<file path="src/rtl/inv_delay_pkg.sv">
// Shared encodings, widths and the delay-clamp helper for inv_delay_line.
package inv_delay_pkg;

  typedef enum logic {
    INV_MODE_PASS = 1'b0,
    INV_MODE_INV  = 1'b1
  } inv_mode_e;

  localparam int TOGGLE_CNT_W = 16;

  // Select 0 means "shortest", anything past the last stage means "longest".
  function automatic int unsigned clamp_dly(input int unsigned sel, input int unsigned max_dly);
    if (sel == 0) begin
      return 1;
    end else if (sel > max_dly) begin
      return max_dly;
    end else begin
      return sel;
    end
  endfunction

endpackage

</file>
<file path="src/rtl/inv_delay_stage.sv">
// One pipeline stage: data and valid registers, async reset, sync flush.
module inv_delay_stage #(
  parameter int WIDTH = 8
) (
  input  logic             clk,
  input  logic             rst,
  input  logic             flush,
  input  logic [WIDTH-1:0] d,
  input  logic             d_valid,
  output logic [WIDTH-1:0] q,
  output logic             q_valid
);

  always_ff @(posedge clk or posedge rst) begin
    if (rst) begin
      q       <= '0;
      q_valid <= 1'b0;
    end else if (flush) begin
      q       <= '0;
      q_valid <= 1'b0;
    end else begin
      q       <= d;
      q_valid <= d_valid;
    end
  end

endmodule

</file>
<file path="src/rtl/inv_delay_line.sv">
// Optionally inverting delay line with runtime-selectable tap.
// Build option INV_DELAY_LINE_TOGGLE_CNT_EN adds the toggle_cnt output.
module inv_delay_line
  import inv_delay_pkg::*;
#(
  parameter int WIDTH   = 8,
  parameter int MAX_DLY = 4,
  localparam int DLY_W  = $clog2(MAX_DLY + 1)
) (
  input  logic             clk,
  input  logic             rst,
  input  logic [WIDTH-1:0] in,
  input  logic             in_valid,
  input  logic             inv_mode,
  input  logic [DLY_W-1:0] dly_sel,
  input  logic             flush,
  output logic [WIDTH-1:0] y,
  output logic             y_valid,
  output logic             busy
`ifdef INV_DELAY_LINE_TOGGLE_CNT_EN
  , output logic [TOGGLE_CNT_W-1:0] toggle_cnt
`endif
);

  // Valid semantics: there is no backpressure. in_valid marks a sample at the
  // edge it is captured; y_valid marks y in the cycle y is presented. Data
  // moves every cycle whether or not it is valid.

  logic [WIDTH-1:0] chain_d [MAX_DLY+1];
  logic [MAX_DLY:0] chain_v;
  logic [DLY_W-1:0] d_eff;

  // Inversion is applied before stage 0 so the mode travels with the sample.
  assign chain_d[0] = (inv_mode == INV_MODE_INV) ? ~in : in;
  assign chain_v[0] = in_valid;

  for (genvar g = 0; g < MAX_DLY; g++) begin : g_stage
    inv_delay_stage #(
      .WIDTH (WIDTH)
    ) u_stage (
      .clk     (clk),
      .rst     (rst),
      .flush   (flush),
      .d       (chain_d[g]),
      .d_valid (chain_v[g]),
      .q       (chain_d[g+1]),
      .q_valid (chain_v[g+1])
    );
  end

  assign d_eff = DLY_W'(clamp_dly(32'(dly_sel), MAX_DLY));

  always_comb begin
    y       = '0;
    y_valid = 1'b0;
    for (int k = 0; k < MAX_DLY; k++) begin
      if (d_eff == DLY_W'(k + 1)) begin
        y       = chain_d[k+1];
        y_valid = chain_v[k+1];
      end
    end
  end

  assign busy = |chain_v[MAX_DLY:1];

`ifdef INV_DELAY_LINE_TOGGLE_CNT_EN
  logic [WIDTH-1:0] last_y;
  logic             have_last;

  // have_last keeps the first valid output after rst/flush from counting.
  always_ff @(posedge clk or posedge rst) begin
    if (rst) begin
      toggle_cnt <= '0;
      last_y     <= '0;
      have_last  <= 1'b0;
    end else if (flush) begin
      toggle_cnt <= '0;
      last_y     <= '0;
      have_last  <= 1'b0;
    end else if (y_valid) begin
      last_y    <= y;
      have_last <= 1'b1;
      if (have_last && (y != last_y) && (toggle_cnt != '1)) begin
        toggle_cnt <= toggle_cnt + 1'b1;
      end
    end
  end
`endif

endmodule

</file>
<file path="config.mk">
export PLATFORM = sky130hd
export DESIGN_NAME = inv_delay_line
export DESIGN_NICKNAME = d
export VERILOG_FILES = /design/src/rtl/inv_delay_pkg.sv /design/src/rtl/inv_delay_stage.sv /design/src/rtl/inv_delay_line.sv
export SDC_FILE = /design/constraint.sdc
export NUM_CORES = 1
export LEC_CHECK = 0
export BUFFER_PORTS_ARGS = -buffer_cell sky130_fd_sc_hd__buf_2
export CORE_UTILIZATION = 45
export CTS_BUF_LIST = sky130_fd_sc_hd__clkbuf_8
export CTS_CLUSTER_DIAMETER = 30
export DETAILED_ROUTE_END_ITERATION = 12
export PLACE_DENSITY = 0.67
export SYNTH_ARGS = -nofsm -noshare
export SYNTH_HDL_FRONTEND = slang
export SYNTH_SLANG_ARGS = --single-unit
</file>
<file path="constraint.sdc">
create_clock -name clk -period 2.1 [get_ports clk]
set_clock_uncertainty 0.1 [all_clocks]
set_input_delay 0 -clock clk [delete_from_list [all_inputs] [get_ports clk]]
set_output_delay 0 -clock clk [all_outputs]
set_load 0.05 [all_outputs]
</file>
[Word-level counts from Yosys, hierarchy flattened]
Cells that the tools add are included.
Cells by class
  reductions and logical operators: 2
  muxes and demuxes: 19
  equal/unequal tests: 4
  bitwise logic cells: 1
  magnitude comparators: 1
Operators with widths (count)
  two-way mux 8 bit: 9
  two-way mux 1 bit: 8
  NOT 8 bit: 1
  equality test 3 x 2 -> 1 bit, second input constant: 2
  two-way mux 3 bit: 2
  OR reduction 4 bit: 1
  equality test 3 x 1 -> 1 bit, second input constant: 1
  equality test 3 bit, second input constant: 1
  > comparator 3 bit, second input constant: 1
  zero test 3 bit: 1
Word-level totals
  word-level logic and storage cells: 35
  output and inout bits: 10
  bits of input ports: 16
  register bits: 36

[Depth between registers and ports, before layout]
Gate-level depths: netlist of run 1.
  depth after elaboration: 8
  gate-level depth with buffers: 3

[Modules after synthesis]
From an unflattened synthesis of run 1, not the netlist that was laid out.
Unflattened totals
  cells, all modules: 128
  area, all modules: 1577.8 um2
Modules (own cells, without submodules)
  inv_delay_stage: instances 4, cells each 19, area an instance 285.3 um2
  inv_delay_line: instances 1, cells each 52, area an instance 436.7 um2

[Worst setup path before layout of run 1]
Ideal clock, no wire load.
  path kind: reg-to-output
  from: register g_stage[0].u_stage.q[0]
  to: output port y[0]
  cell stages (with the launch flop): 3
  arrival: 1.201 ns
  slack: 0.799 ns
  path buffers: 0
  cell sequence: dfrtp_1 > or3b_2 > o211ai_1
Between the ends
  word-level cells in the longest chain between the ends: 4
RTL lines
  start: declaration: line inv_delay_stage.sv:10  | output logic [WIDTH-1:0] q,
  start signal: assignment: line inv_delay_stage.sv:16  | q <= '0;
  start signal: assignment: line inv_delay_stage.sv:19  | q <= '0;
  start signal: assignment: line inv_delay_stage.sv:22  | q <= d;
  two-way mux 8 bit (4 in a row): line inv_delay_line.sv:57  | if (d_eff == DLY_W'(k + 1)) begin
  end: declaration: line inv_delay_line.sv:17  | output logic [WIDTH-1:0] y,
Every way passes these cells.

[Worst setup path after layout of run 1]
  from: register g_stage[1].u_stage.q[6]
  to: output port y[6]
Between the ends
  word-level cells in the longest chain between the ends: 3
RTL lines (line)
  start: declaration: inv_delay_stage.sv:10
  start signal: assignment: inv_delay_stage.sv:16
  start signal: assignment: inv_delay_stage.sv:19
  start signal: assignment: inv_delay_stage.sv:22
  two-way mux 8 bit (3 in a row): inv_delay_line.sv:57
Every way passes these cells.

==> impl_metrics.tcl, run 1 <==
set metrics [dict create \
    run_status "complete, no violations" \
    cts_hold_buf 10 \
    regToRegSetupSlack_ns 1.33 \
    worstPathArrival_ns 1.44 \
    critPathCaptureType "output port" \
    cts_buffer_depth 2 \
    wl_per_cell_um 12.8 \
    grt_util_all_layers_pct 17.9 \
    grt_pass1_vias 980 \
    syn_inst 121 \
    setup_violations 0 \
    clock-sinks 36 \
    die_w_um 60.0 \
    num_io_pins 26 \
    clkTransAtPathRegs_ns 0.07 \
    initial_core_util_pct 48.4 \
    drv_cap 0 \
    synth_area_mm2 0.00151 \
    reg2reg_to "g_stage[1].u_stage.q[5]" \
    clock.fmax_mhz 649 \
    synthesis.nets 137 \
    rsz0062_at_grt "no" \
    htreeDepth 2 \
    antennaDiodeCount 0 \
    fin_nets 174 \
    synth_top_area_share_pct 59.6 \
    worstReg2RegStart "g_stage[0].u_stage.q[5]" \
    die_y_um 60.0 \
    r2r_cells 1 \
    finalHoldViolCount 0 \
    slew_headroom_pct 60.2 \
    yosysUniqueCellTypes 17 \
    hold_path.class "input port to flip-flop" \
    ctsResizeCount 0 \
    hold_start "inv_mode" \
    drt_iter0_drc 54 \
    yosysSeqAreaShare_pct 59.6 \
    tns_ns 0 \
    cts_setup_buffers 0 \
    grt_pass1_wl_um 4480 \
    power_per_cell_area_mw_per_mm2 736 \
    p_leak_nw 0.913 \
    utilization_pct 59.0 \
    antenna_found_initial 0 \
    layout.cells.non_filler 202 \
    slew_viol_final 0 \
    min_period_over_period_pct 73.3 \
    worstSetupPathType "flip-flop to output port" \
    ir_worst_vdd_mv 0.461 \
    worstSkewPairLatency_ns 0.27 \
    drive_above_1_share_pct 25.9 \
    required_ns 2.00 \
    dpl.hpwl_um 1670 \
    place_congestion 0.679 \
    post-route-drc-count 0 \
    whs_ns 0.0348 \
    synth.largest_area_cell "dfrtp_1" \
    area_growth_pct 22.1 \
    avgViaCountPerCell 4.85 \
    die-area_mm2 0.00360 \
    cts_tree "built" \
    synth_area_leaders "dfrtp_1 60%, nor2b_1 12%, mux2_4 6.0%" \
    min_to "g_stage[0].u_stage.q[2]" \
    synth-seq-cells 36 \
    max_slew.worst_pin.slew_ns 0.596 \
    synth_area_per_cell_um2 12.5 \
    cts_root_buffer "clkbuf_8" \
    synth_warnings 0 \
    whs_path_depth 3 \
    cp-start-kind "flip-flop" \
    min_period_ns 1.54 \
    drtAntennaViolNets 0 \
    cts_buffers 5 \
    wl_um 2590 \
    drt-pass1-iter-count 4 \
    placedCellCount 185 \
    rows 20 \
    io_buffers 25 \
    core_region_area_mm2 0.00313 \
    overflow 0 \
    grt_max_degree 37 \
    vias 979 \
    path_max_fanout 2 \
]
## worst max-delay path: stages (launching register included)
cell     delay [ns]
dfrtp_1        0.37
mux2_4         0.27
a221o_1        0.31
buf_2          0.21
## cells in the mapped netlist
| library cell | instances |
|---|---|
| a221o_1 | 6 |
| and2_1 | 6 |
| buf_2 | 1 |
| buf_6 | 1 |
| clkbuf_1 | 4 |
| dfrtp_1 | 36 |
| inv_1 | 1 |
| mux2_4 | 6 |
| mux2i_1 | 3 |
| nand2_1 | 3 |
| nand2b_1 | 1 |
| nor2_1 | 9 |
| nor2b_1 | 29 |
| o211ai_1 | 3 |
| or3b_2 | 3 |
| or4_1 | 1 |
| xnor2_1 | 8 |
## area by class of cell
cell class              count  area (um^2)
fillers                   279         1280
flip-flops and latches     36          901
multi-input cells          78          577
repair buffers             36          233
clock buffers               5         68.8
well taps                  44         55.1
clock inverters             2         8.76
inverters                   1         3.75
## metrics by stage
stage	power (mW)	area, um^2	setup WS [ns]
finish	1.36	1850	0.560
global route	1.43	1850	0.503
CTS	1.38	1850	0.548
detailed placement	0.926	1670	0.853
global placement	0.922	1670	0.853
floorplan	0.878	1510	0.799
## metal layers
| layer | vias to the layer above | global-route usage, % | wire length, um |
|---|---|---|---|
| met5 | - | 0 | 0 |
| met4 | 0 | 5.98 | 34 |
| met3 | 4 | 7.14 | 81 |
| met2 | 17 | 27.3 | 1260 |
| met1 | 486 | 23.1 | 1210 |
| li1 | 472 | - | - |
## cells by family (layout without fill, tap and decap cells)
family          count (synthesis)  after routing  synth area share [%]
mux                             9              9                  7.94
compound gates                  9              9                  5.46
flops                          36             36                  59.6
buf+inv                         7             44                  2.32
xor+xnor                        8              8                  4.63
simple gates                   52             52                  20.1
## power breakdown
group	switching, mW	internal [mW]	total, mW	leakage, nW
sequential	0.0153	0.723	0.739	0.485
combinational	0.109	0.0772	0.186	0.382
clock	0.215	0.220	0.435	0.0452
total	0.339	1.02	1.36	0.913
## how the worst max path moves through the flow
stage                                 start  slack, ns  endpoint  depth (start not counted)
floorplan           g_stage[0].u_stage.q[0]       0.80      y[0]                          2
global placement    g_stage[0].u_stage.q[0]       0.85      y[0]                          3
detailed placement               dly_sel[2]       0.85      y[6]                          4
CTS                 g_stage[1].u_stage.q[4]       0.55      y[4]                          3
global route        g_stage[0].u_stage.q[2]       0.50      y[2]                          3
finish              g_stage[1].u_stage.q[6]       0.56      y[6]                          3
## registers in the layout, indices dropped and copies added, names as in the netlist
register and count:
g_stage.u_stage.q 32, g_stage.u_stage.q_valid 4
## cells in the final DEF (no fill, tap or decap), types with 5 or more instances in the layout
cell           instances
and2_1                 6
clkbuf_8               5
dfrtp_1               36
dlygate4sd3_1         10
xnor2_1                8
nor2_1                 9
mux2_4                 6
buf_2                 25
nor2b_1               29
a221o_1                6
(Power assumes the default switching activity.)
==> run 2: changes to the inputs <==
--- a/config.mk
+++ b/config.mk
@@ -5,12 +5,13 @@
 export SDC_FILE = /design/constraint.sdc
 export NUM_CORES = 1
 export LEC_CHECK = 0
+export ABC_AREA = 1
 export BUFFER_PORTS_ARGS = -buffer_cell sky130_fd_sc_hd__buf_2
 export CORE_UTILIZATION = 45
 export CTS_BUF_LIST = sky130_fd_sc_hd__clkbuf_8
 export CTS_CLUSTER_DIAMETER = 30
 export DETAILED_ROUTE_END_ITERATION = 12
-export PLACE_DENSITY = 0.67
+export PLACE_DENSITY = 0.69
 export SYNTH_ARGS = -nofsm -noshare
 export SYNTH_HDL_FRONTEND = slang
 export SYNTH_SLANG_ARGS = --single-unit
==> constraint.sdc (replaced) <==
create_clock -name clk -period 1.4 [get_ports clk]
set_clock_uncertainty 0.1 [all_clocks]
set_input_delay 0 -clock clk [delete_from_list [all_inputs] [get_ports clk]]
set_output_delay 0 -clock clk [all_outputs]
set_load 0.05 [all_outputs]
==> run 2 against run 1 <==
Effect of this change:
- sequential share of layout area decreased by 3.1 points
- combinational power is 89% higher
- first-iteration DRC count shrank 33%
- largest cell class unchanged
- highest routed layer unchanged
- non-clock buffer count grew 1
- sequential power rose by 49%
==> impl_metrics.tcl, run 2 <==
set metrics [dict create \
    swShare_pct 27.1 \
    regToRegSetupSlack_ns 0.69 \
    synthesis.nets 211 \
    max_slew.worst_pin.slew_ns 0.441 \
    r2r_cells 2 \
    ir_worst_vdd_mv 0.554 \
    power_frac_clock_pct 33.4 \
    fin_nets 247 \
    die_w_um 61.8 \
    overflow 0 \
    power_switching_mw 0.592 \
    drt_iter0_drc 36 \
    rsz0062_at_grt "yes" \
    clock.fmax_mhz 762 \
    power.share.sequential_pct 50.6 \
    grt_max_degree 37 \
    clock-sinks 36 \
    vias 1130 \
    yosysUniqueCellTypes 15 \
    grt_util_all_layers_pct 17.1 \
    area_growth_pct 22.3 \
    syn_inst 195 \
    synth_area_mm2 0.00161 \
    combPwrFrac_pct 16.1 \
    setup_violations 0 \
    hold_start "inv_mode" \
    io_buffers 25 \
    finalWorstSetupSlack_ns 0.0869 \
    clkTransAtPathRegs_ns 0.06 \
    drv_cap 0 \
    whs_path_depth 3 \
    dpl.hpwl_um 1670 \
    power_per_cell_area_mw_per_mm2 1110 \
    cts_buffers 5 \
    yosysSeqAreaShare_pct 55.9 \
    final_common_cell "nand2_1" \
    drt-pass1-iter-count 4 \
    regMostFlops "g_stage.u_stage.q" \
    antennaDiodeCount 0 \
    async_flop_share_pct 100 \
    synth_top_area_share_pct 55.9 \
    largestRegisters "g_stage.u_stage.q (32), g_stage.u_stage.q_valid (4)" \
    dp_slack_ns 0.213 \
    num_io_pins 26 \
    power.total_mw 2.18 \
    worstReg2RegStart "g_stage[2].u_stage.q_valid" \
    tns_ns 0 \
    core_region_area_mm2 0.00339 \
    worstSkewPairLatency_ns 0.29 \
    placedCellCount 260 \
    finalHoldViolCount 0 \
    synth_commonest_cells "62 x nand2_1, 37 x nor2_1, 36 x dfrtp_1" \
    required_ns 1.30 \
    path_max_fanout 2 \
    slew_viol_final 0 \
    grt_pass1_vias 1042 \
    min_period_ns 1.31 \
    min_period_over_period_pct 93.8 \
    hold_path.class "input port to flip-flop" \
    post-route-drc-count 0 \
    cp-start-kind "flip-flop" \
    synthFlopType "dfrtp_1" \
    initial_core_util_pct 47.5 \
    avgViaCountPerCell 4.06 \
    htreeDepth 2 \
    synth_area_per_cell_um2 8.26 \
    wl_um 2780 \
    drtAntennaViolNets 0 \
    min_to "g_stage[0].u_stage.q[1]" \
    antenna_found_initial 0 \
    die_y_um 61.8 \
    p_leak_nw 1.06 \
    synth_warnings 0 \
    drive_above_1_share_pct 19.8 \
    synth_edf_count 0 \
    cts_root_buffer "clkbuf_8" \
    synth.largest_area_cell "dfrtp_1" \
    reg2reg_to "g_stage[3].u_stage.q_valid" \
    slew_headroom_pct 70.6 \
    synth_area_leaders "dfrtp_1 56%, nand2_1 14%, nor2_1 8.6%" \
    cts_buffer_depth 2 \
    yosysMostFrequentCell "nand2_1" \
    place_congestion 0.739 \
    grt_pass1_wl_um 4490 \
    synth-seq-cells 36 \
    worstSetupPathType "flip-flop to output port" \
    largest_reg_flops 32 \
    worstPathArrival_ns 1.21 \
    cts_tree "built" \
    layout.cells.non_filler 278 \
    critPathCaptureType "output port" \
    rows 21 \
    mostFrequentLayoutCells "62 x nand2_1, 37 x nor2_1, 36 x dfrtp_1" \
    internal_power_mw 1.59 \
    wl_per_cell_um 10.0 \
    run_status "complete, no violations" \
    die-area_mm2 0.00382 \
]
[run 2: changes by cell type after synthesis, sizes merged, moves of 5 or more]
cell	change
nor2	+30
a221o	-6
nor2b	-29
clkinv	+7
inv	+23
and2	-6
nand3	+10
buf	+5
mux2	-6
nand2	+60
[run 2: layout make-up]
class                      instances  area [um^2]
fill                             304         1420
sequential                        36          901
multi-input combinational        120          520
timing repair buffer              37          265
inverter                          31          136
clock buffer                       6         82.6
tap                               46         57.6
clock inverter                     2         7.51
[run 2: how the worst max path moves through the flow]
stage	start	to	slack, ns
floorplan	g_stage[1].u_stage.q[1]	y[1]	0.40
global placement	dly_sel[2]	y[4]	0.23
detailed placement	dly_sel[2]	y[3]	0.21
CTS	g_stage[1].u_stage.q[7]	y[7]	0.07
global route	g_stage[1].u_stage.q[5]	y[5]	-0.002
finish	g_stage[1].u_stage.q[1]	y[1]	0.09
[run 2: per-layer routing]
layer | vias up | routed length [um] | track usage (%)
met3 | 5 | 107 | 6.21
met5 | - | 0 | 0
li1 | 630 | - | -
met2 | 32 | 1240 | 28.0
met4 | 0 | 51 | 6.67
met1 | 463 | 1380 | 20.8
[run 2: power groups by stage]
stage               registers, mW  logic [mW]  clock network (mW)
global route                 1.11       0.394               0.795
detailed placement           1.12       0.318                   0
global placement             1.12       0.316                   0
CTS                          1.10       0.340               0.741
floorplan                    1.12       0.252                   0
finish                       1.10       0.351               0.729
[run 2: logic make-up (layout without fill, tap and decap cells)]
group / after synthesis / count (layout) / share of synthesized area [%]
flip-flops: 36 / 36 / 55.9
XOR/XNOR: 8 / 8 / 4.35
buffers and inverters: 39 / 76 / 11.8
AND/OR/NAND/NOR: 112 / 112 / 28.0
[run 2: worst max-delay path, cell delays in order, from the launching register on]
cell      delay [ns]
dfrtp_1         0.34
clkinv_2        0.05
nand2_1         0.05
nand2_1         0.05
nand2_1         0.08
nand2_1         0.06
nand2_1         0.05
buf_2           0.25
[run 2: stage by stage]
step / cell area (um^2) / hold WS, ns / util, %
floorplan: 1610 / 0.00102 / -
global placement: 1760 / 0.0216 / 51.8
detailed placement: 1760 / 0.0209 / 51.8
CTS: 1950 / 0.0187 / 57.4
global route: 1970 / 0.0404 / 58.1
finish: 1970 / 0.0270 / 58.1
[run 2: repair_timing]
action                     4_1_cts  5_1_grt
hold buffers                    10        0
hold endpoints to repair        45        0
buffers inserted                 0        0
gates resized for setup          0       13
setup endpoints to repair        0        7
==> run 3: changes to the inputs <==
--- a/config.mk
+++ b/config.mk
@@ -8,7 +8,7 @@
 export ABC_AREA = 1
 export BUFFER_PORTS_ARGS = -buffer_cell sky130_fd_sc_hd__buf_2
 export CORE_UTILIZATION = 45
-export CTS_BUF_LIST = sky130_fd_sc_hd__clkbuf_8
+export CTS_BUF_LIST = sky130_fd_sc_hd__clkbuf_4
 export CTS_CLUSTER_DIAMETER = 30
 export DETAILED_ROUTE_END_ITERATION = 12
 export PLACE_DENSITY = 0.69
==> run 3 against run 2 <==
Effect of this change:
- wire length is 4.8% higher
- sequential share of layout area fell by 2.1 points
- critical endpoint is now y_valid
- register-to-register slack about the same
- largest cell class unchanged
- highest routed layer unchanged
- cell area rose by 4.8%
- global-route usage grew 0.62 points
- sequential cell count unchanged
==> impl_metrics.tcl, run 3 (synthesis gave the netlist of run 2 again) <==
set metrics [dict create \
    rsz0062_at_grt "yes" \
    die-area_mm2 0.00382 \
    min_period_over_period_pct 95.5 \
    drv_cap 0 \
    setup_violations 0 \
    avgViaCountPerCell 4.16 \
    die_y_um 61.8 \
    worstReg2RegStart "g_stage[2].u_stage.q_valid" \
    max_stage_delay_ns 0.39 \
    dpl.hpwl_um 1670 \
    max_slew.worst_pin.slew_ns 0.432 \
    htreeDepth 2 \
    power_per_cell_area_mw_per_mm2 1000 \
    min_period_ns 1.34 \
    cts_buffers 5 \
    final_common_cell "nand2_1" \
    run_status "complete, no violations" \
    multi_input_area_um2 538 \
    critPathCaptureType "output port" \
    cp-start-kind "flip-flop" \
    slew_viol_final 0 \
    core_region_area_mm2 0.00339 \
    worstSkewPairLatency_ns 0.34 \
    antenna_found_initial 0 \
    clkTransAtPathRegs_ns 0.11 \
    cts_buffer_depth 2 \
    largest_reg_flops 32 \
    die_w_um 61.8 \
    initial_core_util_pct 47.5 \
    tns_ns 0 \
    regMostFlops "g_stage.u_stage.q" \
    utilization_pct 60.9 \
    cts_tree "built" \
    grt_pass1_vias 1112 \
    grt_util_all_layers_pct 17.7 \
    finalHoldViolCount 0 \
    ir_worst_vdd_mv 0.569 \
    slew_headroom_pct 71.1 \
    whs_ns 0.0560 \
    wl_um 2910 \
    num_io_pins 26 \
    crit_start "g_stage[1].u_stage.q_valid" \
    antennaDiodeCount 0 \
    fillCellCount 299 \
    wl_per_cell_um 10.2 \
    slowest_stage "dfrtp_1" \
    worstSetupPathType "flip-flop to output port" \
    largestRegisters "g_stage.u_stage.q (32), g_stage.u_stage.q_valid (4)" \
    overflow 0 \
    grt_pass1_wl_um 4670 \
    drt_iter0_drc 44 \
    path_max_fanout 3 \
    dp_slack_ns 0.213 \
    fin_area_mm2 0.00207 \
    cp_num_buf_inv 2 \
    vias 1191 \
    required_ns 1.30 \
    post-route-drc-count 0 \
    worstPathArrival_ns 1.24 \
    fin_nets 255 \
    clock.fmax_mhz 748 \
    cpMostUsedCell "nand2_1" \
    drt-pass1-iter-count 4 \
    hold_path.class "input port to flip-flop" \
    worstPathCellList "inv_2 > nand2_1 > nand2_1 > nand2_1 > nand2_1 > nand2_1 > buf_6" \
    drtAntennaViolNets 0 \
    io_buffers 25 \
    grt_max_degree 37 \
    mostFrequentLayoutCells "55 x nand2_1, 37 x nor2_1, 36 x dfrtp_1" \
    rows 21 \
    p_leak_nw 1.09 \
    place_congestion 0.739 \
    regArea_um2 901 \
    dpl_cell_area_mm2 0.00176 \
    drive_above_1_share_pct 22.9 \
    path_delay_family "flip-flops" \
    cts_setup_buffers 0 \
    cts_root_buffer "clkbuf_4" \
    clock-sinks 36 \
    finalWorstSetupSlack_ns 0.0624 \
    hold_start "flush" \
    area_growth_pct 28.2 \
]
## run 3: cell count changes in the layout (fill, tap and decap cells not counted), sizes merged
cell,change
clkbuf,-1
clkinv,+1
buf,+2
inv,-2
dlygate4sd3,+8
## run 3: worst register-to-register path: stages (launching register included)
cell and delay (ns):
dfrtp_1 0.39, inv_1 0.07, nor2_1 0.04
## run 3: power by group
group / internal, mW / switching [mW]
Combinational: 0.167 / 0.244
Clock: 0.232 / 0.323
Sequential: 1.08 / 0.0198
## run 3: cell type report
type / instances / area share, %
inverters: 31 / 6.60
multi-input cells: 120 / 26.0
repair buffers: 45 / 18.2
clock buffers: 7 / 2.54
flip-flops and latches: 36 / 43.6
clock inverters: 1 / 0.182
well taps: 46 / 2.79
## run 3: metrics by stage
step | total power, mW | cells
2_1_floorplan | 1.37 | 195
3_3_place_gp | 1.44 | 260
3_5_place_dp | 1.44 | 260
4_1_cts | 2.06 | 286
5_1_grt | 2.18 | 286
6_report | 2.07 | 286
## run 3: timing repair
action                     in CTS  in global routing
hold endpoints to repair       45                  0
gates cloned                    0                  0
hold buffers                   18                  0
resized for setup               3                 28
pin swaps                       0                 10
setup endpoints to repair       3                  9
## run 3: path summary, 6_finish.rpt
kind                                                    to  slack, ns  cells past startpoint
worst max register to register  g_stage[3].u_stage.q_valid       0.69                      2
min in group asynchronous          g_stage[2].u_stage.q[4]       0.20                      4
worst min-delay path               g_stage[2].u_stage.q[1]       0.06                      3
worst min register to register     g_stage[2].u_stage.q[4]       0.37                      2
worst max-delay path                               y_valid       0.06                      7
max in group asynchronous          g_stage[1].u_stage.q[2]       0.69                      4
## run 3: routing by layer
layer  global-route usage (%)  routed length, um
met4                     7.94                 56
met1                     20.1               1350
met2                     30.0               1380
met5                        0                  0
met3                     6.63                126
